**config.mk**
```make
export PLATFORM = sky130hd
export DESIGN_NAME = alu_issue_queue
export DESIGN_NICKNAME = d
export VERILOG_FILES = /design/src/rtl/alu_pkg.sv /design/src/rtl/alu_issue_ram.sv /design/src/rtl/alu_issue_queue.sv
export SDC_FILE = /design/constraint.sdc
export NUM_CORES = 1
export LEC_CHECK = 0
export ABC_AREA = 1
export CORE_AREA = 3 3 165 151
export CTS_BUF_LIST = sky130_fd_sc_hd__clkbuf_16
export CTS_CLUSTER_SIZE = 10
export DETAILED_ROUTE_END_ITERATION = 8
export DIE_AREA = 0 0 168 154
export PLACE_DENSITY = 0.68
export SLEW_MARGIN = 20
export SYNTH_ARGS = -nofsm -noshare
export SYNTH_HDL_FRONTEND = slang
export SYNTH_SLANG_ARGS = --single-unit
```
**constraint.sdc**
```tcl
create_clock -name clk -period 5.1 [get_ports clk]
set_input_delay 0.765 -clock clk [delete_from_list [all_inputs] [get_ports clk]]
set_output_delay 0.765 -clock clk [all_outputs]
set_load 0.1 [all_outputs]
```
**src/rtl/alu_pkg.sv**
```systemverilog
// alu_pkg: shared ALU issue widths, opcode type and packet struct
package alu_pkg;
  localparam int ALU_DATA_W = 32;
  localparam int ALU_OP_W = 4;
  typedef logic [ALU_OP_W-1:0] alu_op_t;
  typedef struct packed {
    alu_op_t op;
    logic [ALU_DATA_W-1:0] a;
    logic [ALU_DATA_W-1:0] b;
  } alu_issue_pkt_t;
endpackage

```
**src/rtl/alu_issue_ram.sv**
```systemverilog
// alu_issue_ram: DEPTH x W storage, synchronous write, asynchronous read
// Ports: clk, we/waddr/wdata write port, raddr/rdata combinational read port.
module alu_issue_ram import alu_pkg::*; #(
  parameter int W = ALU_OP_W + 2*ALU_DATA_W,
  parameter int DEPTH = 4,
  parameter int AW = $clog2(DEPTH)
) (
  input  logic          clk,
  input  logic          we,
  input  logic [AW-1:0] waddr,
  input  logic [W-1:0]  wdata,
  input  logic [AW-1:0] raddr,
  output logic [W-1:0]  rdata
);
  logic [W-1:0] mem [DEPTH];
  always_ff @(posedge clk)
    if (we) mem[waddr] <= wdata;
  assign rdata = mem[raddr];
endmodule

```
**src/rtl/alu_issue_queue.sv**
```systemverilog
// alu_issue_queue: DEPTH-entry valid/ready FIFO between decode and the ALU
// Ports: clk, resetn (async active-low); in_valid/in_ready/in_op/in_a/in_b upstream;
// out_valid/out_ready/out_op/out_a/out_b to the ALU; flush empties the queue; count = occupancy.
// ALU_ISSUE_BYPASS_EN: when defined, an empty queue forwards a packet the ALU takes at once (latency 0).
module alu_issue_queue import alu_pkg::*; #(
  parameter int DATA_W = ALU_DATA_W,
  parameter int OP_W = ALU_OP_W,
  parameter int DEPTH = 4
) (
  input  logic                       clk,
  input  logic                       resetn,
  input  logic                       in_valid,
  output logic                       in_ready,
  input  logic [OP_W-1:0]            in_op,
  input  logic [DATA_W-1:0]          in_a,
  input  logic [DATA_W-1:0]          in_b,
  output logic                       out_valid,
  input  logic                       out_ready,
  output logic [OP_W-1:0]            out_op,
  output logic [DATA_W-1:0]          out_a,
  output logic [DATA_W-1:0]          out_b,
  input  logic                       flush,
  output logic [$clog2(DEPTH+1)-1:0] count
);
  localparam int AW = $clog2(DEPTH);
  localparam int CW = $clog2(DEPTH+1);
  localparam int W = OP_W + 2*DATA_W;
  logic [AW:0] rd_ptr, wr_ptr, rd_n, wr_n;
  logic full, empty, byp, push, pop;
  logic [W-1:0] rdata;
  assign full = (rd_ptr ^ wr_ptr) == {1'b1, {AW{1'b0}}};
  assign empty = rd_ptr == wr_ptr;
`ifdef ALU_ISSUE_BYPASS_EN
  assign byp = empty && !flush && in_valid && out_ready;
`else
  assign byp = 1'b0;
`endif
  assign in_ready = !full && !flush;
  assign out_valid = !empty || byp;
  // a bypassed packet is consumed straight from the input and never stored
  assign push = in_valid && in_ready && !byp;
  assign pop = out_valid && out_ready && !empty;
  assign {out_op, out_a, out_b} = byp ? {in_op, in_a, in_b} : rdata;
  assign wr_n = flush ? '0 : wr_ptr + (AW+1)'(push);
  assign rd_n = flush ? '0 : rd_ptr + (AW+1)'(pop);
  always_ff @(posedge clk or negedge resetn)
    if (!resetn) begin
      rd_ptr <= '0;
      wr_ptr <= '0;
      count <= '0;
    end else begin
      rd_ptr <= rd_n;
      wr_ptr <= wr_n;
      count <= CW'(wr_n - rd_n);
    end
  alu_issue_ram #(.W(W), .DEPTH(DEPTH)) u_ram (
    .clk(clk),
    .we(push && !flush),
    .waddr(wr_ptr[AW-1:0]),
    .wdata({in_op, in_a, in_b}),
    .raddr(rd_ptr[AW-1:0]),
    .rdata(rdata)
  );
endmodule

```
* Word-level counts from Yosys, hierarchy flattened *
Memories as Yosys holds them, arrays and structs flattened.
Index checks and enable logic that the tools add are counted.

storage, ports and cells
  register bits = 9
  bits in latches = 0
  RAM bits = 272
  bits in read-only memories = 0
  input bits = 73
  output and inout port bits = 73
  word-level logic and storage cells = 22
  memories = 1

memories
  memory     depth  bits a word  rd ports  clocked after memory_dff  wr ports  RTL line             text
  u_ram.mem  4      68           1         0                         1         alu_issue_ram.sv:15  logic [W-1:0] mem [DEPTH];

cells by class
  add/subtract/negate cells = 3
  $mul = 0
  div/mod/pow operators = 0
  $lt $le $gt $ge = 0
  eq/ne operators = 2
  shift operators = 0
  muxes and demuxes = 4
  bitwise logic cells = 1
  reduce and logical (&&, ||, !) cells = 8

operators by type and width
  operator            number
  $add 3x1->3         2
  $mux 3              2
  $logic_and 1x1->1   5
  $eq 3x3->1          1
  $eq 3x3->1 const B  1
  $logic_not 1->1     3
  $sub 3x3->3         1
  $xor 3x3->3         1
  $mux 1              2

* Depth between registers and ports, before layout *
  depth in word-level cells = 8
  depth in mapped cells = 17
  mapped depth without buffers = 15

* Cells and area by module *
Synthesis repeated with hierarchy kept, for this count alone.

unflattened totals
  cells, all modules = 1143
  area, all modules = 11959.0 um^2

by module, submodules not included
  module           instances  cells each  area each (um^2)  seq. area each (um^2)
  alu_issue_ram    1          1073        11410.9           8167.8
  alu_issue_queue  1          70          548.0             225.2

* Worst setup path after synthesis *
No wires, ideal clock.

  kind = in2reg
  from = input flush
  to = memory u_ram.mem[0][0] in the netlist's numbering, enable pin
  setup time = 0.494 ns
  arrival time = 3.870 ns
  required time = 4.606 ns
  slack = 0.735 ns
  cell stages on the path = 3
  path buffers = 0
  cells stage by stage = inv_1 -> nand3_4 -> nor2_1

on the way
  word-level cells in the longest chain between the ends = 6

ends and longest elaborated chain
  item                              RTL line                                      text
  from (decl)                       alu_issue_queue.sv:22                         input logic flush,
  $logic_not 1->1 (*)               alu_issue_queue.sv:38, alu_issue_queue.sv:58
  $logic_and 1x1->1                 alu_issue_queue.sv:38                         assign in_ready = !full && !flush;
  $logic_and 1x1->1                 alu_issue_queue.sv:41                         assign push = in_valid && in_ready && !byp;
  $logic_and 1x1->1 (*)             alu_issue_queue.sv:58                         .we(push && !flush),
  $mux 1 (*)                        alu_issue_ram.sv:17                           if (we) mem[waddr] <= wdata;
  $mux 1 (implied by the code) (*)  alu_issue_ram.sv:17
  to (decl)                         alu_issue_ram.sv:15

Every way passes the cells marked *; elsewhere a longest branch is shown, timed or not.

* Final worst setup path *
  from = register rd_ptr[0]
  to = output out_b[18]

on the way
  word-level cells in the longest chain between the ends = 1

ends and longest elaborated chain
  item                    RTL line               text
  from (decl)             alu_issue_queue.sv:28  logic [AW:0] rd_ptr, wr_ptr, rd_n, wr_n;
  from (signal assigned)  alu_issue_queue.sv:52  rd_ptr <= rd_n;
  $mem_v2 4x68            -
  to (decl)               alu_issue_queue.sv:21  output logic [DATA_W-1:0] out_b,

Every way passes these cells.

==> flow_metrics.tcl <==
set metrics [dict create \
    pin_count 146 \
    area_delta_synth_final_pct 23.5 \
    clock-root-buffer "clkbuf_16" \
    reg2reg_depth 7 \
    grt_pass1_wl_mm 34.1 \
    grt_max_degree 86 \
    power.total_mw 6.22 \
    setup_viol 0 \
    cp.arrival_ps 3330 \
    crit_required_ps 4340 \
    post_cts.repair.setup_buffers 0 \
    wire_per_inst_um 18.4 \
    critPathSlowestCell "dfrtp_4" \
    slew_viol_final 0 \
    cap_violations 0 \
    clk_pin_slew_worst_paths_ps 50 \
    drtAntennaViolNets 0 \
    design_area_sq_um 13100 \
    fp.dieH_um 154 \
    dp_hpwl_mm 11.8 \
    rsz0062_at_grt "false" \
    fin_skew_ps 9.93 \
    crit_chain "inv_4 > buf_4 > o21ai_0 > o22ai_1 > buf_4" \
    rr_endpoint "u_ram.mem[1][7]$_DFFE_PP_" \
    r2r_start "rd_ptr[0]$_DFF_PN0_" \
    io_buffers 145 \
    most-common-layout-cells "edfxtp_1 (272), nor2_1 (143), o21ai_0 (130), clkdlybuf4s50_1 (77), buf_4 (77)" \
    yosysUniqueCellTypes 23 \
    syn_nets 812 \
    coreArea_sq_um 23300 \
    critPathBufInv 3 \
    first_global_vias 6249 \
    die_area_sq_um 25900 \
    fmax_mhz 244 \
    numCtsBuffers 34 \
    cts_sinks 281 \
    post-route-period-util_pct 80.4 \
    routed_wirelength_mm 22.0 \
    synthesis.area_sq_um 10600 \
    synth_top_cell_area_share_pct 76.8 \
    routed_via_density 5.29 \
    max_slew_margin_pct 27.5 \
    final_nets 959 \
    cp_top_family "buffers and inverters" \
    fin_cells 1197 \
    initial_core_util_pct 45.7 \
    cp-start-kind "flop" \
    clkLatencyLatePin_ps 490 \
    yosysSeqAreaShare_pct 78.9 \
    cpMostUsedCell "buf_4" \
    via_count 6330 \
    fin_ws_ps 1000 \
    hold_viol_final 0 \
    tns_ps 0 \
    peakVddDrop_uv 304 \
    power.density_nw_per_um2 473 \
    synth_top_area_cell "edfxtp_1" \
    drive_gt1_share_pct 14.3 \
    hold_class "input port to async pin" \
    syn_inst 733 \
    groute.usage.overall_pct 16.7 \
    period_needed_ps 4100 \
    tightest_slew_ps 1080 \
    antenna_found_initial 1 \
    cts_tree "yes" \
    drtIter0Drc 576 \
    drt_first_pass_iters 5 \
    detail_route.drc_violations 0 \
    ctsResizeCount 0 \
    path_class "flop to output port" \
    antenna_cells 0 \
    num_rows 53 \
    crit_path_end_kind "output port" \
    ys_ff_latch 281 \
    crit_fanout 74 \
    syn_avg_cell_area_sq_um 14.5 \
    clock_path_buffers 3 \
    r2r_setup_slack_ps 2020 \
    grt-ovfl-total 0 \
    synth_area_leaders "edfxtp_1 (77%), o21ai_0 (6.1%), nor2_1 (5.2%), o22ai_1 (4.0%), dfrtp_1 (2.1%)" \
    htreeDepth 2 \
    gp_congestion 0.727 \
    fillers 1863 \
    place_area_sq_um 12100 \
    slowest_delay_ps 700 \
    dp_slack_ps 1480 \
    layout_commonest_cell "edfxtp_1" \
    dp_cells 1146 \
    die_w_um 168 \
    status "finished clean" \
    p_leak_nw 4.60 \
    yosys_warnings 0 \
    cts_hold_buf 0 \
]
[logic make-up (layout without fill, tap and decap cells)]
group | count (synthesis) | after routing | synth area share, %
AOI/OAI and AO/OA | 204 | 204 | 10.4
xor gates and xnor gates | 1 | 1 | 0.0824
adders and majority gates | 6 | 6 | 0.777
buffers and inverters | 63 | 225 | 3.24
DFF | 281 | 281 | 78.9
and+or+nand+nor | 178 | 178 | 6.57
[per-stage QoR]
step	hold slack, ps	util (%)
after CTS	559	56.4
after global placement	584	52.2
after floorplan	469	-
after detailed placement	591	52.2
after global routing	591	56.4
final	572	56.4
[cell usage after synthesis]
cell type,count
edfxtp_1,272
nor2_1,147
o21ai_0,130
o22ai_1,68
nand2_1,24
inv_1,17
clkbuf_1,15
buf_2,13
buf_6,9
dfrtp_1,9
o21ai_1,6
buf_4,5
ha_1,5
clkbuf_2,2
nand2_2,2
nand3_1,2
fa_1,1
inv_2,1
inv_4,1
nand3_2,1
nand3_4,1
nand4_1,1
xnor2_1,1
[layer usage]
layer	global-route usage, %	vias to the layer above	part of all wire (%)
li1	-	3023	-
met1	22.8	3052	44
met2	26.8	212	47
met3	3.73	41	6.8
met4	5.80	2	2.6
met5	0	-	0.059
[flip-flops by register name, summed over array words and instances, names as in the netlist]
name,cells
u_ram.mem,272
rd_ptr,3
count,3
wr_ptr,3
[layout make-up]
cell class	count	area (sq um)	area share, %
Inverter	19	73.8	0.562
Timing Repair Buffer	155	1370	10.4
Clock inverter	14	57.6	0.438
Tap cell	302	378	2.88
Multi-Input combinational cell	389	1930	14.7
Sequential cell	281	8400	64.0
Clock buffer	37	926	7.05
[worst max path at each step]
| stage | start | to | slack [ps] | cells past startpoint |
|---|---|---|---|---|
| floorplan | flush | u_ram.mem[0][0]$_DFFE_PP_ | 740 | 3 |
| global placement | rd_ptr[0]$_DFF_PN0_ | in_ready | 1550 | 7 |
| detailed placement | rd_ptr[0]$_DFF_PN0_ | out_a[11] | 1480 | 5 |
| CTS | rd_ptr[0]$_DFF_PN0_ | out_a[11] | 960 | 5 |
| global route | rd_ptr[0]$_DFF_PN0_ | out_a[11] | 790 | 5 |
| finish | rd_ptr[0]$_DFF_PN0_ | out_b[18] | 1000 | 5 |
[report_power, final]
group	total (mW)	leakage (nW)	switching, mW	internal, mW
Combinational	1.47	1.48	1.18	0.290
Sequential	2.63	2.59	0.0359	2.59
Clock	2.11	0.526	0.830	1.28
Total	6.22	4.60	2.05	4.17
Note: power is estimated with default switching activity, not from simulation.
